[src/rtl/vram_arbiter.sv]
// Time-slotted VRAM arbiter: an 8-phase frame that shares one SRAM between video, CPU and DMA.
// Optional DMA port enabled by defining VRAM_ARBITER_DMA_EN.
module vram_arbiter #(
  parameter int VID_EN_PHASE = 0,
  parameter int CPU_PHASE    = 4
) (
  input  logic        clk28,
  input  logic        rst,
  input  logic        phase_sync,
  input  logic        video_req,
  input  logic [18:0] video_addr,
  input  logic        cpu_req,
  input  logic        cpu_wr,
  input  logic [18:0] cpu_addr,
  input  logic [7:0]  cpu_wdata,
  input  logic        dma_req,
  input  logic        dma_wr,
  input  logic [18:0] dma_addr,
  input  logic [7:0]  dma_wdata,
  input  logic [7:0]  vd_in,
  output logic [18:0] va,
  output logic [7:0]  vd_out,
  output logic        vd_oe,
  output logic        n_vwr,
  output logic        screen_fetch,
  output logic [7:0]  video_data,
  output logic        video_valid,
  output logic [7:0]  cpu_rdata,
  output logic        cpu_valid,
  output logic [7:0]  dma_rdata,
  output logic        dma_ack
);

  localparam logic [2:0] VID_PH = 3'(VID_EN_PHASE);
  localparam logic [2:0] CPU_PH = 3'(CPU_PHASE);

  typedef enum logic [1:0] {
    S_IDLE,
    S_VID,
`ifdef VRAM_ARBITER_DMA_EN
    S_CPU,
    S_DMA
`else
    S_CPU
`endif
  } state_t;

  state_t      state_q, state_d;
  logic        sub_q, sub_d;           // 0 = sub-cycle A, 1 = sub-cycle B
  logic        wr_q, wr_d;
  logic [2:0]  phase_q, phase_d;
  logic [18:0] va_q, va_d;
  logic [7:0]  vd_out_q, vd_out_d;
  logic        vd_oe_q, vd_oe_d;
  logic        n_vwr_q, n_vwr_d;
  logic        sf_q, sf_d;
  logic [7:0]  video_data_q, video_data_d;
  logic        video_valid_q, video_valid_d;
  logic [7:0]  cpu_rdata_q, cpu_rdata_d;
  logic        cpu_valid_q, cpu_valid_d;
  logic [7:0]  dma_rdata_q, dma_rdata_d;
  logic        dma_ack_q, dma_ack_d;
  logic        slot_end;

  always_comb begin
    state_d       = state_q;
    sub_d         = sub_q;
    wr_d          = wr_q;
    va_d          = va_q;
    vd_out_d      = vd_out_q;
    video_data_d  = video_data_q;
    cpu_rdata_d   = cpu_rdata_q;
    dma_rdata_d   = dma_rdata_q;
    video_valid_d = 1'b0;
    cpu_valid_d   = 1'b0;
    dma_ack_d     = 1'b0;
    phase_d       = phase_sync ? 3'd0 : phase_q + 3'd1;
    slot_end      = (state_q != S_IDLE) && sub_q;

    if (slot_end) begin
      case (state_q)
        S_VID: begin
          video_valid_d = 1'b1;
          video_data_d  = vd_in;
        end
        S_CPU: if (!wr_q) begin
          cpu_valid_d = 1'b1;
          cpu_rdata_d = vd_in;
        end
`ifdef VRAM_ARBITER_DMA_EN
        S_DMA: begin
          dma_ack_d = 1'b1;
          if (!wr_q) dma_rdata_d = vd_in;
        end
`endif
        default: ;
      endcase
    end

    // Grants are decided one cycle ahead so sub-cycle A lands exactly on the even phase.
    if (state_q != S_IDLE && !sub_q) begin
      sub_d = 1'b1;
    end else begin
      state_d = S_IDLE;
      sub_d   = 1'b0;
      wr_d    = 1'b0;
      if (!phase_d[0]) begin
        if (phase_d == VID_PH && video_req) begin
          state_d = S_VID;
          va_d    = video_addr;
        end else if (phase_d == CPU_PH && cpu_req) begin
          state_d  = S_CPU;
          wr_d     = cpu_wr;
          va_d     = cpu_addr;
          vd_out_d = cpu_wdata;
        end
`ifdef VRAM_ARBITER_DMA_EN
        // No back-to-back DMA: the requester has not yet seen the ack of the slot ending now.
        else if (dma_req && state_q != S_DMA) begin
          state_d  = S_DMA;
          wr_d     = dma_wr;
          va_d     = dma_addr;
          vd_out_d = dma_wdata;
        end
`endif
      end
    end

`ifdef VRAM_ARBITER_DMA_EN
    vd_oe_d = (state_d == S_CPU || state_d == S_DMA) && wr_d;
`else
    vd_oe_d = (state_d == S_CPU) && wr_d;
`endif
    n_vwr_d = !(vd_oe_d && sub_d);
    sf_d    = (state_d == S_VID);
  end

  always_ff @(posedge clk28) begin
    if (rst) begin
      state_q       <= S_IDLE;
      sub_q         <= 1'b0;
      wr_q          <= 1'b0;
      phase_q       <= 3'd0;
      va_q          <= '0;
      vd_out_q      <= '0;
      vd_oe_q       <= 1'b0;
      n_vwr_q       <= 1'b1;
      sf_q          <= 1'b0;
      video_data_q  <= '0;
      video_valid_q <= 1'b0;
      cpu_rdata_q   <= '0;
      cpu_valid_q   <= 1'b0;
      dma_rdata_q   <= '0;
      dma_ack_q     <= 1'b0;
    end else begin
      state_q       <= state_d;
      sub_q         <= sub_d;
      wr_q          <= wr_d;
      phase_q       <= phase_d;
      va_q          <= va_d;
      vd_out_q      <= vd_out_d;
      vd_oe_q       <= vd_oe_d;
      n_vwr_q       <= n_vwr_d;
      sf_q          <= sf_d;
      video_data_q  <= video_data_d;
      video_valid_q <= video_valid_d;
      cpu_rdata_q   <= cpu_rdata_d;
      cpu_valid_q   <= cpu_valid_d;
      dma_rdata_q   <= dma_rdata_d;
      dma_ack_q     <= dma_ack_d;
    end
  end

  assign va           = va_q;
  assign vd_out       = vd_out_q;
  assign vd_oe        = vd_oe_q;
  assign n_vwr        = n_vwr_q;
  assign screen_fetch = sf_q;
  assign video_data   = video_data_q;
  assign video_valid  = video_valid_q;
  assign cpu_rdata    = cpu_rdata_q;
  assign cpu_valid    = cpu_valid_q;

`ifdef VRAM_ARBITER_DMA_EN
  assign dma_rdata = dma_rdata_q;
  assign dma_ack   = dma_ack_q;
`else
  assign dma_rdata = 8'h00;
  assign dma_ack   = 1'b0;
  wire unused_dma = ^{dma_req, dma_wr, dma_addr, dma_wdata, dma_rdata_q, dma_ack_q};
`endif

endmodule

[config.mk]
export PLATFORM = sky130hd
export DESIGN_NAME = vram_arbiter
export DESIGN_NICKNAME = d
export VERILOG_FILES = /design/src/rtl/vram_arbiter.sv
export SDC_FILE = /design/constraint.sdc
export NUM_CORES = 1
export LEC_CHECK = 0
export CAP_MARGIN = 20
export CORE_MARGIN = 4
export CORE_UTILIZATION = 39
export DETAILED_ROUTE_END_ITERATION = 6
export GPL_ROUTABILITY_DRIVEN = 0
export MAX_ROUTING_LAYER = met4
export PLACE_DENSITY = 0.94
export SLEW_MARGIN = 20
export SYNTH_ARGS = -nofsm -noshare
export SYNTH_HDL_FRONTEND = slang
export SYNTH_SLANG_ARGS = --single-unit
[constraint.sdc]
create_clock -name clk28 -period 3.9 [get_ports clk28]
set_clock_uncertainty 0.05 [all_clocks]
set_input_delay 0.39 -clock clk28 [delete_from_list [all_inputs] [get_ports clk28]]
set_output_delay 0.39 -clock clk28 [all_outputs]
set_load 0.005 [all_outputs]
==> results_dict.tcl <==
set metrics [dict create \
    cts_made_buffers 5 \
    ys_seq_elements 55 \
    setup_tns_ns 0 \
    syn_inst 238 \
    synth_area_per_cell_um2 9.39 \
    htreeDepth 2 \
    yosys.area.top_type "dfxtp_1" \
    worst_slew_pin_slew_ns 1.08 \
    die_h_um 83.7 \
    worstSetupStartpoint "phase_q[0]" \
    hold_class "reg2reg" \
    worstPathCellList "ha_1, and4bb_1, nand2_1, a21bo_1, a221oi_1" \
    n_antenna_cell 0 \
    max_freq_mhz 383 \
    setup_viol 0 \
    die_w_um 83.7 \
    track_usage_pct 17.8 \
    routed_via_density 5.05 \
    regArea_mm2 0.00110 \
    core_area_mm2 0.00554 \
    cts_tree "built" \
    dieArea_mm2 0.00701 \
    post-route-period-util_pct 67.0 \
    grt_pass1_wl_um 9930 \
    crit_path_top_delay_cell "a21bo_1" \
    fin_crit_ns 2.61 \
    synthArstFlopShare_pct 0 \
    root_buffer "clkbuf_8" \
    multi_input_comb_area_um2 936 \
    post_drt_wl_per_cell_um 15.0 \
    seq_area_frac_synth_pct 49.2 \
    drive_gt1_share_pct 7.14 \
    clk_latency_ns 0.30 \
    worst-path-buf-inv 0 \
    grt_overflow 0 \
    final_cell_mix "clkdlybuf4s50_1, dfxtp_1, nand2_1" \
    layout.nets 425 \
    critical_path_cell_count 5 \
    ff2ff_setup_slack_ns 1.29 \
    r2r-start "phase_q[0]" \
    grt_start_max_net_pins 54 \
    r2r-end "va[17]" \
    endpoint "va[17]" \
    status "finished, final reports clean" \
    vias 2059 \
    drtIter0Drc 68 \
    maxSlewHeadroom_pct 28.0 \
    end_kind "flop" \
    start_util_pct 40.4 \
    rows 27 \
    post_cts.repair.setup_buffers 0 \
    critPathArrivalTime_ns 2.76 \
    cp_max_fo 20 \
    dp_hpwl_um 4460 \
    antenna_found_initial 0 \
    synth_flop_cell "dfxtp_1" \
    io_pins 146 \
    path_delay_family "compound AO/OA/AOI/OAI gates" \
    syn_to_final_growth_pct 51.3 \
    grt_pass1_vias 2108 \
    ant_nets 0 \
    synthTopCellsByArea "dfxtp_1, a221oi_2, o22ai_1, nand2_1, a21oi_1" \
    ys_warn_count 0 \
    rsz0062_at_grt "false" \
    hold_buffers 0 \
    clk_pin_slew_worst_paths_ns 0.09 \
    peakVddDrop_mv 0.245 \
    hold_ws_ns 0.409 \
    start_kind "flop" \
    cts_sinks 55 \
    drc 0 \
    cap_violations 0 \
    hold_viol 0 \
    synth_edf_count 0 \
    p_leak_uw 0.00127 \
    route.final.wire_length_um 6120 \
    crit_type "reg2reg" \
    worstPathRequired_ns 4.05 \
    postCtsResizedCells 0 \
    slew_viol_final 0 \
    netlist_area_mm2 0.00224 \
    final_common_cell "clkdlybuf4s50_1" \
    reg2reg_depth 5 \
    first_pass_iters 4 \
    nFillCells 464 \
    cts_buffer_depth 2 \
    crit_path_max_incr_delay_ns 0.62 \
    synth.distinct_cells 36 \
    power_density_mw_per_mm2 331 \
    port_buffers 107 \
    synth_top_area_share_pct 49.2 \
]
-- how the worst min path moves through the flow --
stage / end / slack [ns] / cells after the start / from
6_report: vd_out[3] / 0.41 / 2 / vd_out[3]
2_1_floorplan: phase_q[0] / 0.38 / 1 / phase_q[0]
4_1_cts: vd_out[3] / 0.41 / 2 / vd_out[3]
5_1_grt: vd_out[3] / 0.42 / 2 / vd_out[3]
3_5_place_dp: vd_out[2] / 0.40 / 2 / vd_out[2]
3_3_place_gp: vd_out[3] / 0.39 / 2 / vd_out[3]
-- layer usage --
layer  wire length [um]  up-vias  global-route usage [%]
met5                  0        -                       -
met1               2600      935                    20.1
met2               2920       96                    29.7
met3                443       17                    5.43
met4                161        0                    6.29
li1                   -     1011                       -
-- where the power goes --
| part | total, uW | switching, uW | internal, uW |
|---|---|---|---|
| Clock | 333 | 171 | 162 |
| Sequential | 596 | 12.3 | 584 |
| Combinational | 190 | 74.5 | 116 |
| Total | 1120 | 257 | 862 |
-- cells in the mapped netlist (2+ instances only) --
| library cell | number |
|---|---|
| inv_1 | 20 |
| buf_2 | 6 |
| o22ai_1 | 19 |
| dfxtp_1 | 55 |
| buf_6 | 2 |
| mux2i_1 | 8 |
| a221oi_2 | 10 |
| nand3_1 | 10 |
| a221oi_1 | 9 |
| nor3_1 | 2 |
| nand3b_1 | 2 |
| nor2_1 | 14 |
| nand2_1 | 25 |
| buf_4 | 9 |
| clkbuf_1 | 9 |
| a21oi_1 | 18 |
-- cell type report --
class / count / share of cell area (%)
Inverter: 20 / 2.22
Tap cell: 72 / 2.66
Multi-Input combinational cell: 144 / 27.7
Timing Repair Buffer: 109 / 32.0
Clock buffer: 8 / 2.96
Sequential cell: 55 / 32.5
-- sequential cells by signal (all words and copies together), names as in the netlist --
| register | cells |
|---|---|
| phase_q | 3 |
| video_data | 8 |
| screen_fetch | 1 |
| n_vwr | 1 |
| va | 19 |
| video_valid | 1 |
| wr_q | 1 |
| vd_oe | 1 |
| vd_out | 8 |
| cpu_valid | 1 |
| cpu_rdata | 8 |
| state_q | 2 |
| sub_q | 1 |
-- kinds of logic (layout without fill, tap and decap cells) --
logic type	after synthesis	in the layout	synth area share, %
compound gates	62	62	22.0
xor+xnor	2	2	1.12
fa+ha+maj	1	1	0.560
buf+inv	47	137	10.4
flops	55	55	49.2
mux	8	8	3.58
other cells	1	9	0.168
simple gates	62	62	12.9
-- worst min-delay path, stage by stage, from the launching register on --
cell and delay, ns:
dfxtp_1 0.32, nand2_1 0.05, a21oi_1 0.05
-- stage by stage --
step | setup slack (ns) | utilization, % | instance area (um^2) | total power, uW | std cells
after CTS | 1.20 | 61.1 | 3380 | 1140 | 408
final | 1.29 | 61.1 | 3380 | 1120 | 408
after global routing | 0.989 | 61.1 | 3380 | 1180 | 408
after detailed placement | 0.923 | 59.3 | 3280 | 802 | 400
after floorplan | 2.08 | - | 2270 | 695 | 246
after global placement | 1.05 | 59.3 | 3280 | 795 | 400
No activity file was read; power rests on OpenSTA's default activity.
